### src/rtl/morse_key_classifier_pkg.sv
// rtl/morse_key_classifier_pkg.sv - shared FSM states, symbol codes and sizing helpers for the Morse key front end
package morse_key_classifier_pkg;

  typedef enum logic [2:0] {
    ST_WAIT_REL = 3'd0,
    ST_IDLE     = 3'd1,
    ST_PRESS    = 3'd2,
    ST_GAP      = 3'd3,
    ST_GAP_LTR  = 3'd4
  } state_t;

  // Symbol codes shared with morse_code_encoder / sequence_producer
  typedef enum logic [1:0] {
    SYM_DOT   = 2'b00,
    SYM_DASH  = 2'b01,
    SYM_SPACE = 2'b10,
    SYM_END   = 2'b11
  } sym_t;

  function automatic int units_to_cycles(input int units, input int unit_cycles);
    return units * unit_cycles;
  endfunction

  function automatic int cnt_width(input int n);
    return (n > 1) ? $clog2(n) : 1;
  endfunction

endpackage

### src/rtl/key_sync_debounce.sv
// rtl/key_sync_debounce.sv - Key synchronizer plus debouncer, enabled by MORSE_KEY_DEBOUNCE_EN
module key_sync_debounce
  import morse_key_classifier_pkg::*;
#(
  parameter int SYNC_STAGES     = 2,
  parameter int DEBOUNCE_CYCLES = 1000
) (
  input  logic Clk,
  input  logic Reset,
  input  logic Key,
  output logic Kd
);

`ifdef MORSE_KEY_DEBOUNCE_EN
  localparam bit DB_EN = 1'b1;
`else
  localparam bit DB_EN = 1'b0;
`endif
  localparam int DB_EFF = DB_EN ? DEBOUNCE_CYCLES : 0;

  logic [SYNC_STAGES-1:0] r_sync;
  logic                   w_sync;

  // Synchronizer is deliberately not reset so a key held across Reset stays visible
  always_ff @(posedge Clk) begin
    r_sync <= {r_sync[SYNC_STAGES-2:0], Key};
  end
  assign w_sync = r_sync[SYNC_STAGES-1];

  generate
    if (DB_EFF > 0) begin : g_db
      localparam int             CW     = cnt_width(DB_EFF);
      localparam logic [CW-1:0] C_LAST = CW'(DB_EFF - 1);
      logic          r_kd;
      logic [CW-1:0] r_cnt;

      // Reset adopts the current level so a press spanning Reset is not seen as a new edge
      always_ff @(posedge Clk) begin
        if (Reset) begin
          r_kd  <= w_sync;
          r_cnt <= '0;
        end else if (w_sync == r_kd) begin
          r_cnt <= '0;
        end else if (r_cnt == C_LAST) begin
          r_kd  <= w_sync;
          r_cnt <= '0;
        end else begin
          r_cnt <= r_cnt + CW'(1);
        end
      end
      assign Kd = r_kd;
    end else begin : g_nodb
      logic w_unused_reset;
      assign w_unused_reset = Reset;
      assign Kd = w_sync;
    end
  endgenerate

endmodule

### src/rtl/morse_key_classifier.sv
// rtl/morse_key_classifier.sv - classifies debounced key presses/gaps into Dot/Dash/Space/EndSeq pulses (MORSE_KEY_DEBOUNCE_EN selects debouncing)
module morse_key_classifier
  import morse_key_classifier_pkg::*;
#(
  parameter int UNIT_CYCLES     = 50000,
  parameter int DASH_UNITS      = 2,
  parameter int LETTER_UNITS    = 3,
  parameter int WORD_UNITS      = 7,
  parameter int SYNC_STAGES     = 2,
  parameter int DEBOUNCE_CYCLES = 1000
) (
  input  logic Clk,
  input  logic Reset,
  input  logic Key,
  output logic Dot,
  output logic Dash,
  output logic Space,
  output logic EndSeq,
  output logic Keying
);

  localparam int                CNT_W    = $clog2(WORD_UNITS * UNIT_CYCLES + 1);
  localparam logic [CNT_W-1:0] C_DASH   = CNT_W'(units_to_cycles(DASH_UNITS, UNIT_CYCLES));
  localparam logic [CNT_W-1:0] C_LETTER = CNT_W'(units_to_cycles(LETTER_UNITS, UNIT_CYCLES));
  localparam logic [CNT_W-1:0] C_WORD   = CNT_W'(units_to_cycles(WORD_UNITS, UNIT_CYCLES));

  logic             w_kd;
  logic [CNT_W-1:0] w_cnt_inc;
  state_t           r_state;
  logic [CNT_W-1:0] r_cnt;

  key_sync_debounce #(
    .SYNC_STAGES    (SYNC_STAGES),
    .DEBOUNCE_CYCLES(DEBOUNCE_CYCLES)
  ) u_key (
    .Clk  (Clk),
    .Reset(Reset),
    .Key  (Key),
    .Kd   (w_kd)
  );

  // w_cnt_inc is the length of the current press/gap including this cycle
  assign w_cnt_inc = (r_cnt == C_WORD) ? r_cnt : r_cnt + CNT_W'(1);

  always_ff @(posedge Clk) begin
    if (Reset) begin
      r_state <= ST_WAIT_REL;
      r_cnt   <= '0;
      Dot     <= 1'b0;
      Dash    <= 1'b0;
      Space   <= 1'b0;
      EndSeq  <= 1'b0;
      Keying  <= 1'b0;
    end else begin
      Dot    <= 1'b0;
      Dash   <= 1'b0;
      Space  <= 1'b0;
      EndSeq <= 1'b0;
      Keying <= w_kd;
      case (r_state)
        ST_WAIT_REL: if (!w_kd) r_state <= ST_IDLE;
        ST_IDLE: begin
          if (w_kd) begin
            r_state <= ST_PRESS;
            r_cnt   <= '0;
          end
        end
        ST_PRESS: begin
          if (w_kd) begin
            if (r_cnt != C_DASH) r_cnt <= w_cnt_inc;
          end else begin
            Dash    <= (w_cnt_inc >= C_DASH);
            Dot     <= (w_cnt_inc <  C_DASH);
            r_state <= ST_GAP;
            r_cnt   <= '0;
          end
        end
        ST_GAP: begin
          r_cnt <= w_cnt_inc;
          if (w_cnt_inc == C_LETTER) begin
            Space   <= 1'b1;
            r_state <= ST_GAP_LTR;
          end
          if (w_kd) begin
            r_state <= ST_PRESS;
            r_cnt   <= '0;
          end
        end
        ST_GAP_LTR: begin
          r_cnt <= w_cnt_inc;
          if (w_cnt_inc == C_WORD) begin
            EndSeq  <= 1'b1;
            r_state <= ST_IDLE;
          end
          if (w_kd) begin
            r_state <= ST_PRESS;
            r_cnt   <= '0;
          end
        end
        default: r_state <= ST_WAIT_REL;
      endcase
    end
  end

endmodule

### config.mk
export PLATFORM = sky130hd
export DESIGN_NAME = morse_key_classifier
export DESIGN_NICKNAME = d
export VERILOG_FILES = /design/src/rtl/morse_key_classifier_pkg.sv /design/src/rtl/key_sync_debounce.sv /design/src/rtl/morse_key_classifier.sv
export SDC_FILE = /design/constraint.sdc
export NUM_CORES = 1
export LEC_CHECK = 0
export CAP_MARGIN = 20
export CORE_MARGIN = 1.5
export CORE_UTILIZATION = 55
export DETAILED_ROUTE_END_ITERATION = 12
export PLACE_DENSITY = 0.87
export SLEW_MARGIN = 10
export SYNTH_ARGS = -nofsm -noshare
export SYNTH_HDL_FRONTEND = slang
export SYNTH_HIERARCHICAL = 1
export SYNTH_SLANG_ARGS = --single-unit
### constraint.sdc
create_clock -name Clk -period 2.4 [get_ports Clk]
set_clock_uncertainty 0.1 [all_clocks]
set_input_delay 0.48 -clock Clk [delete_from_list [all_inputs] [get_ports Clk]]
set_output_delay 0.48 -clock Clk [all_outputs]
set_load 0.005 [all_outputs]
==> out/qor.csv, run 1 <==
stage;metric;value;unit
timing;max_freq;0.396;GHz
placement;dpl_cell_area;2550;um2
clock_network;cts_hold_repair.buffers;0;
floorplanning;dieArea;4350;um2
synthesis;yosysWarningCount;6;
synthesis;synth_edf_count;0;
clock_network;cts_max_level;2;
layout;register_area;583;um2
synthesis;seq_area_frac_synth;0.267;
drt;num_vias;2541;
synthesis;synth_top_area_frac;0.267;
critical_path;regToRegSetupSlack;-130;ps
synthesis;yosys-top-cells-area;dfxtp_1 (27%), nor2_1 (5.2%), a21oi_1 (4.6%);
synthesis;syn_area_per_cell;7.95;um2
critical_path;crit_chain;buf_4, and4bb_2, nand4_1, or2_4, or4_4, a21oi_4, buf_6, nand4b_1, a21oi_1;
synthesis;netlist_area;2180;um2
power;ir_worst_vdd;0.000357;V
timing;finalHoldViolations;0;
timing;layout_setup_ws;-126;ps
critical_path;worstPathRequired;2530;ps
layout;fin_area;2870;um2
clock_network;clkTransAtPathRegs;70;ps
floorplanning;die_w;65.9;um
flow_run;drv_cap;0;
hold_path;hold_path.class;reg2reg;
layout;syn_to_final_growth;31.6;%
floorplanning;core.rowCount;22;
grt;grt-ovfl-total;0;
clock_network;numCtsBuffers;5;
layout;multi_input_area;1550;um2
critical_path;cp_slowest_cell;or4_4;
floorplanning;initial_core_util;0.582;
clock_network;cts.sinks;29;
synthesis;async_reset_ff_frac;0;
drt;wl;7.73;mm
synthesis;synth_top_cell_by_area;dfxtp_1;
critical_path;crit_family;simple AND/OR/NAND/NOR gates;
critical_path;r2r-end;r_state[2];
grt;antenna_found_initial;0;
critical_path;endpoint_kind;register;
run_status;failed_checks;setup timing;
grt;grt_max_degree;24;
clock_network;cts_tree;done;
drt;via_per_inst;6.81;
critical_path;endpoint;r_state[2];
placement;gp_congestion;1.01;
power;p_leak;1.08;nW
grt;grt_util_all_layers;0.321;
drt;drc;0;
critical_path;crit_fanout;4;
grt;grt_pass1_vias;2242;
critical_path;max_stage_delay;430;ps
critical_path;path_depth;9;
critical_path;crit_start;r_cnt[7];
timing;rsz0062_at_grt;true;
critical_path;rr_startpoint;r_cnt[7];
floorplanning;io_pins;8;
timing;finalCritPeriodShare;1.05;
floorplanning;coreArea;3740;um2
timing;drv_slew;0;
drt;drt_iter0_markers;358;
layout;drive_above_1_share;0.363;
synthesis;syn_inst;274;
drt;drtPass1Iterations;7;
critical_path;crit_arrival;2660;ps
placement;port_buffers;7;
timing;slew_headroom;0.556;
layout;diodes;0;
floorplanning;die_h;65.9;um
clock_network;worstSkewPairLatency;300;ps
critical_path;crit_type;reg2reg;
grt;grt_pass1_wl;10.6;mm
clock_network;root_buffer;clkbuf_8;
drt;wire_per_inst;20.7;um
layout;final_core_util;0.766;
synthesis;syn-num-nets;279;
placement;place_hpwl;4.71;mm
timing;max_slew.worst_pin.slew;659;ps
critical_path;cp_num_buf_inv;2;
power;p_per_area;337;nW/um2
timing;setup_viol_count_final;11;
critical_path;reg2reg_depth;9;
synthesis;ys.flop_type;dfxtp_1;
run_status;outcome;complete, but fails checks;
layout;nNetsFinal;329;
synthesis;ys_seq_elements;29;
critical_path;start_kind;register;
layout;fillers;260;
timing;layout_min_cycle_time;2530;ps
drt;antenna_left;0;
synthesis;synth_cell_types;65;
clock_network;clockBufferDepth;2;
-- cell type report --
cell class                 count  share of cell area
clock buffer                   6              0.0253
clock inverter                 2             0.00349
inverter                       8              0.0105
multi-input combinational    211               0.540
sequential                    29               0.203
tap                           48              0.0209
timing repair buffer          69               0.196
-- layer usage --
metal	routed length, um	global-route usage	vias up
met1	2890	0.404	1190
met2	3470	0.503	178
li1	-	-	1109
met3	860	0.0733	64
met4	508	0.186	0
met5	0	0	-
-- registers in the layout (all words and copies together), names as in the netlist --
signal,count
Dash,1
Dot,1
EndSeq,1
Keying,1
Space,1
r_cnt,19
r_state,3
u_key/r_sync,2
-- how the worst min path moves through the flow --
stage | cells past startpoint | from | to | slack, ps
CTS | 0 | u_key/r_sync[0] | u_key/r_sync[1] | 230
detailed placement | 0 | u_key/r_sync[0] | u_key/r_sync[1] | 210
finish | 0 | u_key/r_sync[0] | u_key/r_sync[1] | 220
global route | 0 | u_key/r_sync[0] | u_key/r_sync[1] | 230
global placement | 0 | u_key/r_sync[0] | u_key/r_sync[1] | 210
floorplan | 0 | u_key/r_sync[0] | u_key/r_sync[1] | 210
-- cell usage after synthesis, types with 7 or more instances --
cell      number
o21ai_0       10
a21oi_1       20
nand3_1       12
nand2_1       21
nand4_1        9
nor2_1        30
clkbuf_1      10
nor3_1        10
xnor2_1        7
inv_1          8
dfxtp_1       29
-- layout by cell type (no fill, tap or decap), types with 3 or more instances in the layout --
master | netlist | layout
buf_4 | 6 | 57
nor2_1 | 30 | 29
dfxtp_1 | 29 | 27
a21oi_1 | 20 | 20
nand2_1 | 21 | 18
nand3_1 | 12 | 12
o21ai_0 | 10 | 10
nand4_1 | 9 | 9
nor3_1 | 10 | 8
xnor2_1 | 7 | 7
clkdlybuf4s50_1 | 0 | 7
a211oi_1 | 6 | 6
a31oi_1 | 6 | 6
inv_1 | 8 | 6
and3_1 | 6 | 5
clkbuf_8 | 2 | 5
or3_1 | 4 | 4
mux2i_1 | 4 | 4
buf_6 | 3 | 4
nor2b_1 | 3 | 3
nand2_2 | 0 | 3
nor3b_1 | 3 | 3
a22oi_1 | 3 | 3
-- power by group --
part	total [mW]	switching, mW	internal [mW]	leakage (nW)
Sequential	0.495	0.00861	0.486	0.236
Combinational	0.0609	0.0367	0.0241	0.802
Clock	0.410	0.209	0.201	0.0450
Total	0.965	0.255	0.711	1.08
-- cell families after synthesis --
logic type,count (synthesis),share of synthesized area
simple gates,131,0.364
buf+inv,34,0.0913
compound gates,64,0.203
flops,29,0.267
fa+ha+maj,2,0.0115
mux,5,0.0236
xor+xnor,9,0.0396
-- stage by stage --
step	worst slack, ps	hold WS, ps	cells	setup TNS [ps]	total power, mW
global placement	-21.2	210	356	-21.2	0.555
detailed placement	-71.8	213	356	-167	0.557
finish	-126	217	373	-561	0.965
global route	-280	228	373	-1920	0.982
floorplan	-6.60	210	274	-6.60	0.535
CTS	-15.6	228	367	-26.0	0.953
-- timing repair --
action                                  CTS  global route
endpoints found under the setup margin    3            13
gates resized for setup                   6            27
setup buffers                             3             6
pin swaps                                 6            16
(Power assumes the default switching activity.)
==> run 2: changes to the inputs <==
CORE_UTILIZATION = 45   (was 55)
PLACE_DENSITY = 0.75   (was 0.87)
SYNTH_HIERARCHICAL = default   (was 1)
==> run 2 against run 1 <==
  * The flow still finishes with violations (setup timing)
  * Final area is 1.0% lower
  * Maximum frequency is 0.76% lower
  * Register-to-register slack got worse by 20 ps
  * Highest routed layer unchanged
==> out/qor.csv, run 2 <==
stage;metric;value;unit;change
timing;setup_viol_count_final;5;;-6
grt;grt_max_degree;14;;-42%
clock_network;worstSkewPairLatency;290;ps;about the same
layout;fin_area;2840;um2;-1.0%
layout;final_common_cell;buf_4;;
drt;drt_iter0_markers;232;;-35%
layout;largest_reg_flops;19;;unchanged
synthesis;synth_top_area_frac;0.277;;+0.0107
clock_network;root_buffer;clkbuf_8;;
floorplanning;coreArea;4410;um2;+18%
timing;max_freq;0.393;GHz;-0.76%
clock_network;clkTransAtPathRegs;60;ps;about the same
layout;layoutNonFillerInstCount;386;;+3.5%
timing;rsz0062_at_grt;true;;
layout;nNetsFinal;339;;+3.0%
floorplanning;die_h;71.2;um;+8.0%
clock_network;cts_max_level;2;;unchanged
grt;grt_util_all_layers;0.266;;-0.0550
clock_network;numCtsBuffers;5;;unchanged
grt;grt_pass1_vias;2265;;+1.0%
placement;place_inst;375;;+5.3%
timing;hold_ws;226;ps;+8.73 ps
critical_path;reg2reg_depth;9;;unchanged
grt;antenna_found_initial;0;;unchanged
critical_path;crit_fanout;8;;+4
critical_path;worstPathRequired;2470;ps;-60 ps
drt;wl;6.66;mm;-14%
synthesis;netlist_area;2090;um2;-3.8%
synthesis;synth_cell_types;61;;-6.2%
drt;drc;0;;unchanged
critical_path;crit_arrival;2620;ps;-40 ps
floorplanning;die_w;71.2;um;+8.0%
timing;layout_setup_ws;-146;ps;-19.5 ps
floorplanning;initial_core_util;0.474;;-0.107
power;p_leak;1.00;nW;-7.2%
synthesis;async_reset_ff_frac;0;;unchanged
critical_path;crit_type;reg2reg;;
synthesis;syn-num-nets;283;;+1.4%
layout;syn_to_final_growth;35.5;%;
timing;slew_headroom;0.641;;+0.0847
clock_network;clockBufferDepth;2;;unchanged
synthesis;synth_edf_count;0;;unchanged
clock_network;cts.sinks;29;;unchanged
layout;drive_above_1_share;0.329;;-0.0337
synthesis;synth_commonest_cells;dfxtp_1 (29), nor2_1 (29), a21oi_1 (22);;
timing;finalCritPeriodShare;1.06;;+0.00811
critical_path;start_kind;register;;
placement;dpl_cell_area;2610;um2;+2.4%
timing;max_slew.worst_pin.slew;537;ps;-122 ps
timing;finalHoldViolations;0;;unchanged
placement;place_ws;-81.2;ps;-9.32 ps
synthesis;ys_seq_elements;29;;unchanged
synthesis;syn_inst;278;;+1.5%
placement;place_hpwl;4.66;mm;-1.1%
hold_path;holdPathStages;0;;unchanged
flow_run;drv_cap;0;;unchanged
synthesis;yosys-top-cells-area;dfxtp_1 (28%), a21oi_1 (5.3%), nor2_1 (5.2%);;
floorplanning;core.rowCount;24;;+9.1%
synthesis;synth_top_cell_by_area;dfxtp_1;;
critical_path;regToRegSetupSlack;-150;ps;-20 ps
grt;grt_pass1_wl;10.6;mm;about the same
layout;diodes;0;;unchanged
drt;antenna_left;0;;unchanged
layout;final_cell_mix;buf_4 (62), nor2_1 (29), dfxtp_1 (22), a21oi_1 (22), nand2_1 (18);;
layout;reg.largest.list;r_cnt: 19 flops, r_state: 3 flops, u_key.r_sync: 2 flops;;
drt;via_per_inst;6.29;;-7.7%
run_status;outcome;complete, but fails checks;;
power;ir_worst_vdd;0.000317;V;-11%
floorplanning;dieArea;5070;um2;+17%
placement;gp_congestion;0.949;;-5.6%
placement;port_buffers;7;;unchanged
drt;drtPass1Iterations;5;;-2
timing;layout_min_cycle_time;2550;ps;+19.5 ps
timing;drv_slew;0;;unchanged
floorplanning;io_pins;8;;unchanged
clock_network;cts_tree;done;;
grt;grt-ovfl-total;0;;unchanged
synthesis;syn_area_per_cell;7.53;um2;-5.2%
hold_path;hold_path.class;reg2reg;;
drt;num_vias;2427;;-4.5%
run_status;failed_checks;setup timing;;
critical_path;endpoint_kind;register;;
drt;wire_per_inst;17.3;um;-17%
power;p_per_area;347;nW/um2;+3.0%
synthesis;seq_area_frac_synth;0.277;;+0.0107
layout;regMostFlops;r_cnt;;
synthesis;yosysWarningCount;0;;-6
synthesis;ys.flop_type;dfxtp_1;;
## run 2: where the power goes
group	switching [mW]	internal [mW]	total, mW	leakage (nW)
registers	0.00305	0.485	0.488	0.239
logic	0.0434	0.0283	0.0717	0.722
clock network	0.196	0.227	0.424	0.0443
## run 2: kinds of logic (layout without fill, tap and decap cells)
kind of cell    Yosys count  count (layout)  share of synthesized area
compound gates           71              71                      0.229
fa+ha+maj                 2               2                     0.0119
buf+inv                  33              89                     0.0717
flops                    29              29                      0.277
simple gates            131             131                      0.360
xor+xnor                 12              12                     0.0502
## run 2: cell type report
cell class                      count  area (um2)
Clock buffer                        7        86.3
Tap cell                           52        65.1
Sequential cell                    29         592
Inverter                           10        37.5
Multi-Input combinational cell    216        1490
Fill cell                         356        1580
Timing Repair Buffer               72         569
## run 2: timing repair
item,4_1_cts,5_1_grt
pin swaps,11,10
hold buffers,0,0
buffers inserted,2,2
endpoints found under the setup margin,8,20
gates resized for setup,15,12
## run 2: worst paths after layout
path                         from              end
setup reg to reg         r_cnt[0]       r_state[2]
hold reg to reg   u_key.r_sync[0]  u_key.r_sync[1]
setup / recovery         r_cnt[0]       r_state[2]
hold / removal    u_key.r_sync[0]  u_key.r_sync[1]
## run 2: stage by stage
step                      power, mW   util  setup TNS [ps]
after floorplan               0.535      -           -50.5
after global placement        0.564  0.592            -104
after detailed placement      0.566  0.592            -203
after CTS                     0.977  0.626            -335
after global routing           1.01  0.643            -969
final                         0.984  0.643            -332
## run 2: per-layer routing
| metal | vias to the layer above | routed length (um) | global-route usage |
|---|---|---|---|
| li1 | 1128 | - | - |
| met1 | 1163 | 2800 | 0.336 |
| met2 | 117 | 3160 | 0.435 |
| met3 | 19 | 495 | 0.0619 |
| met4 | 0 | 199 | 0.117 |
| met5 | - | 0 | 0 |
## run 2: critical path, stage by stage, from the launching register on
cell and delay (ps):
dfxtp_2 340, ha_2 210, nand3_1 110, buf_6 160
nor2_1 70, or3_1 310, a21o_1 200, or4_4 580
o2111ai_2 240, a21boi_1 100
==> run 3: changes to the inputs <==
SKIP_LAST_GASP = 1   (was default)
==> run 3 against run 2 <==
  * Cell count is the same
  * Total power decreased by 0.20%
  * Non-clock buffer count unchanged
  * Sequential cell count unchanged
  * Final area is 0.18% lower
  * The flow still finishes with violations (setup timing)
  * Global-route usage is the same
  * Highest routed layer unchanged
  * Setup slack worse by 4.4 ps
  * Hold slack about the same
  * Maximum frequency is 0.17% lower
  * Critical path depth fell by 2
  * Utilization fell by 0.11 points
==> out/qor.csv, run 3 (synthesis results as in run 2) <==
stage;metric;value;unit;change
power;p_leak;0.987;nW;-1.7%
timing;tns;-396;ps;-64.9 ps
floorplanning;initial_core_util;0.474;;unchanged
grt;use_met1;0.336;;unchanged
grt;grt_pass1_vias;2263;;-0.088%
clock_network;cts.sinks;29;;unchanged
timing;hold_ws;226;ps;-0.0120 ps
placement;place_hpwl;4.66;mm;unchanged
layout;largest_reg_flops;19;;unchanged
critical_path;rr_startpoint;r_cnt[7];;
floorplanning;die_h;71.2;um;unchanged
drt;drtPass1Iterations;5;;unchanged
floorplanning;coreArea;4410;um2;unchanged
clock_network;worstSkewPairLatency;290;ps;about the same
timing;slew_headroom;0.645;;+0.00383
drt;drc;0;;unchanged
power;p_per_area;347;nW/um2;about the same
critical_path;max_stage_delay;560;ps;-20 ps
grt;grt-ovfl-total;0;;unchanged
grt;grt_pass1_wl;10.6;mm;about the same
drt;num_vias;2416;;-0.45%
timing;rsz0062_at_grt;true;;
grt;grt_util_all_layers;0.266;;unchanged
floorplanning;core.rowCount;24;;unchanged
layout;reg.largest.list;r_cnt: 19 flops, r_state: 3 flops, u_key.r_sync: 2 flops;;
timing;max_slew.worst_pin.slew;532;ps;-5.72 ps
floorplanning;die_w;71.2;um;unchanged
layout;final_cell_mix;buf_4 (63), nor2_1 (29), dfxtp_1 (22), a21oi_1 (22), nand2_1 (18);;
drt;drt_iter0_markers;220;;-5.2%
critical_path;crit_type;reg2reg;;
floorplanning;dieArea;5070;um2;unchanged
clock_network;clockBufferDepth;2;;unchanged
hold_path;holdPathStages;0;;unchanged
timing;setup_viol_count_final;5;;unchanged
clock_network;clkTransAtPathRegs;60;ps;about the same
hold_path;hold_path.class;reg2reg;;
critical_path;worstPathRequired;2470;ps;about the same
placement;gp_congestion;0.949;;unchanged
timing;max_freq;0.392;GHz;-0.17%
grt;grt.met3_usage;0.0619;;unchanged
critical_path;r2r-end;r_state[2];;
timing;layout_setup_ws;-150;ps;-4.44 ps
layout;final_common_cell;buf_4;;
timing;layout_min_cycle_time;2550;ps;+4.44 ps
grt;grt_max_degree;14;;unchanged
drt;antenna_left;0;;unchanged
flow_run;drv_cap;0;;unchanged
grt;busiest_layer;met2;;
hold_path;worstHoldEndpoint;u_key.r_sync[1];;
critical_path;reg2reg_depth;7;;-2
layout;drive_above_1_share;0.329;;unchanged
run_status;outcome;complete, but fails checks;;
timing;finalCritPeriodShare;1.06;;+0.00185
timing;drv_slew;0;;unchanged
layout;multi_input_area;1480;um2;-0.42%
critical_path;start_kind;register;;
layout;fillers;360;;+1.1%
clock_network;cts_max_level;2;;unchanged
critical_path;cp_slowest_cell;or4_4;;
layout;regMostFlops;r_cnt;;
critical_path;crit_chain;nand4b_1, or3_4, or4_4, a2111oi_4, nand3_2, o2111ai_2, a21boi_1;;
layout;register_area;594;um2;+0.42%
drt;wire_per_inst;17.2;um;about the same
clock_network;numCtsBuffers;5;;unchanged
hold_path;min-delay-start;u_key.r_sync[0];;
layout;nNetsFinal;339;;unchanged
layout;diodes;0;;unchanged
placement;port_buffers;7;;unchanged
critical_path;crit_arrival;2620;ps;about the same
critical_path;crit_fanout;4;;-4
layout;syn_to_final_growth;35.2;%;
critical_path;endpoint_kind;register;;
drt;via_per_inst;6.26;;-0.45%
power;ir_worst_vdd;0.000316;V;-0.40%
timing;finalHoldViolations;0;;unchanged
run_status;failed_checks;setup timing;;
grt;antenna_found_initial;0;;unchanged
floorplanning;io_pins;8;;unchanged
grt;met2_usage;0.435;;unchanged
clock_network;root_buffer;clkbuf_8;;
critical_path;regToRegSetupSlack;-150;ps;about the same
drt;wl;6.66;mm;about the same
clock_network;cts_tree;done;;
run 3: cell counts in the layout (fill, tap and decap cells not counted):
No cell type changed its count.
run 3: where the power goes:
group | leakage (nW) | internal [mW] | switching [mW]
logic | 0.704 | 0.0284 | 0.0430
clock network | 0.0443 | 0.227 | 0.196
registers | 0.239 | 0.484 | 0.00307
total | 0.987 | 0.740 | 0.242
run 3: what timing repair did:
action                                  CTS  global route
endpoints found under the setup margin    8            18
pin swaps                                10             3
hold buffers                              0             0
setup buffers                             2             2
gates resized for setup                  13            14
run 3: worst max path at each step:
stage / slack (ps) / startpoint / to
after floorplan: -30 / r_cnt[0] / r_state[0]
after global placement: -50 / r_cnt[0] / r_state[2]
after detailed placement: -80 / r_cnt[7] / r_state[0]
after CTS: -100 / r_cnt[7] / r_state[2]
after global routing: -230 / r_cnt[0] / r_state[2]
final: -150 / r_cnt[7] / r_state[2]
run 3: metal layers:
layer,part of all wire,up-vias,wire (um)
met1,0.42,1143,2780
met2,0.47,115,3130
met4,0.036,0,240
li1,-,1131,-
met5,0,-,0
met3,0.076,27,505
run 3: per-stage QoR:
step	power [mW]	utilization	setup WS, ps	instance area, um2	cells
after global routing	1.01	0.642	-230	2830	386
after global placement	0.564	0.592	-49.4	2610	375
final	0.982	0.642	-150	2830	386
after detailed placement	0.566	0.592	-81.2	2610	375
after CTS	0.977	0.624	-103	2750	384
after floorplan	0.535	-	-29.4	2150	278
run 3: final cells by class:
type	count	area share
multi-input cells	216	0.523
flip-flops and latches	29	0.210
repair buffers	72	0.200
clock buffers	7	0.0305
well taps	52	0.0230
inverters	10	0.0141
run 3: critical path: cells and delay by family, from the launching register on:
| kind | cells | cell delay (ps) |
|---|---|---|
| flops | 1 | 360 |
| compound gates | 3 | 700 |
| simple gates | 4 | 1280 |
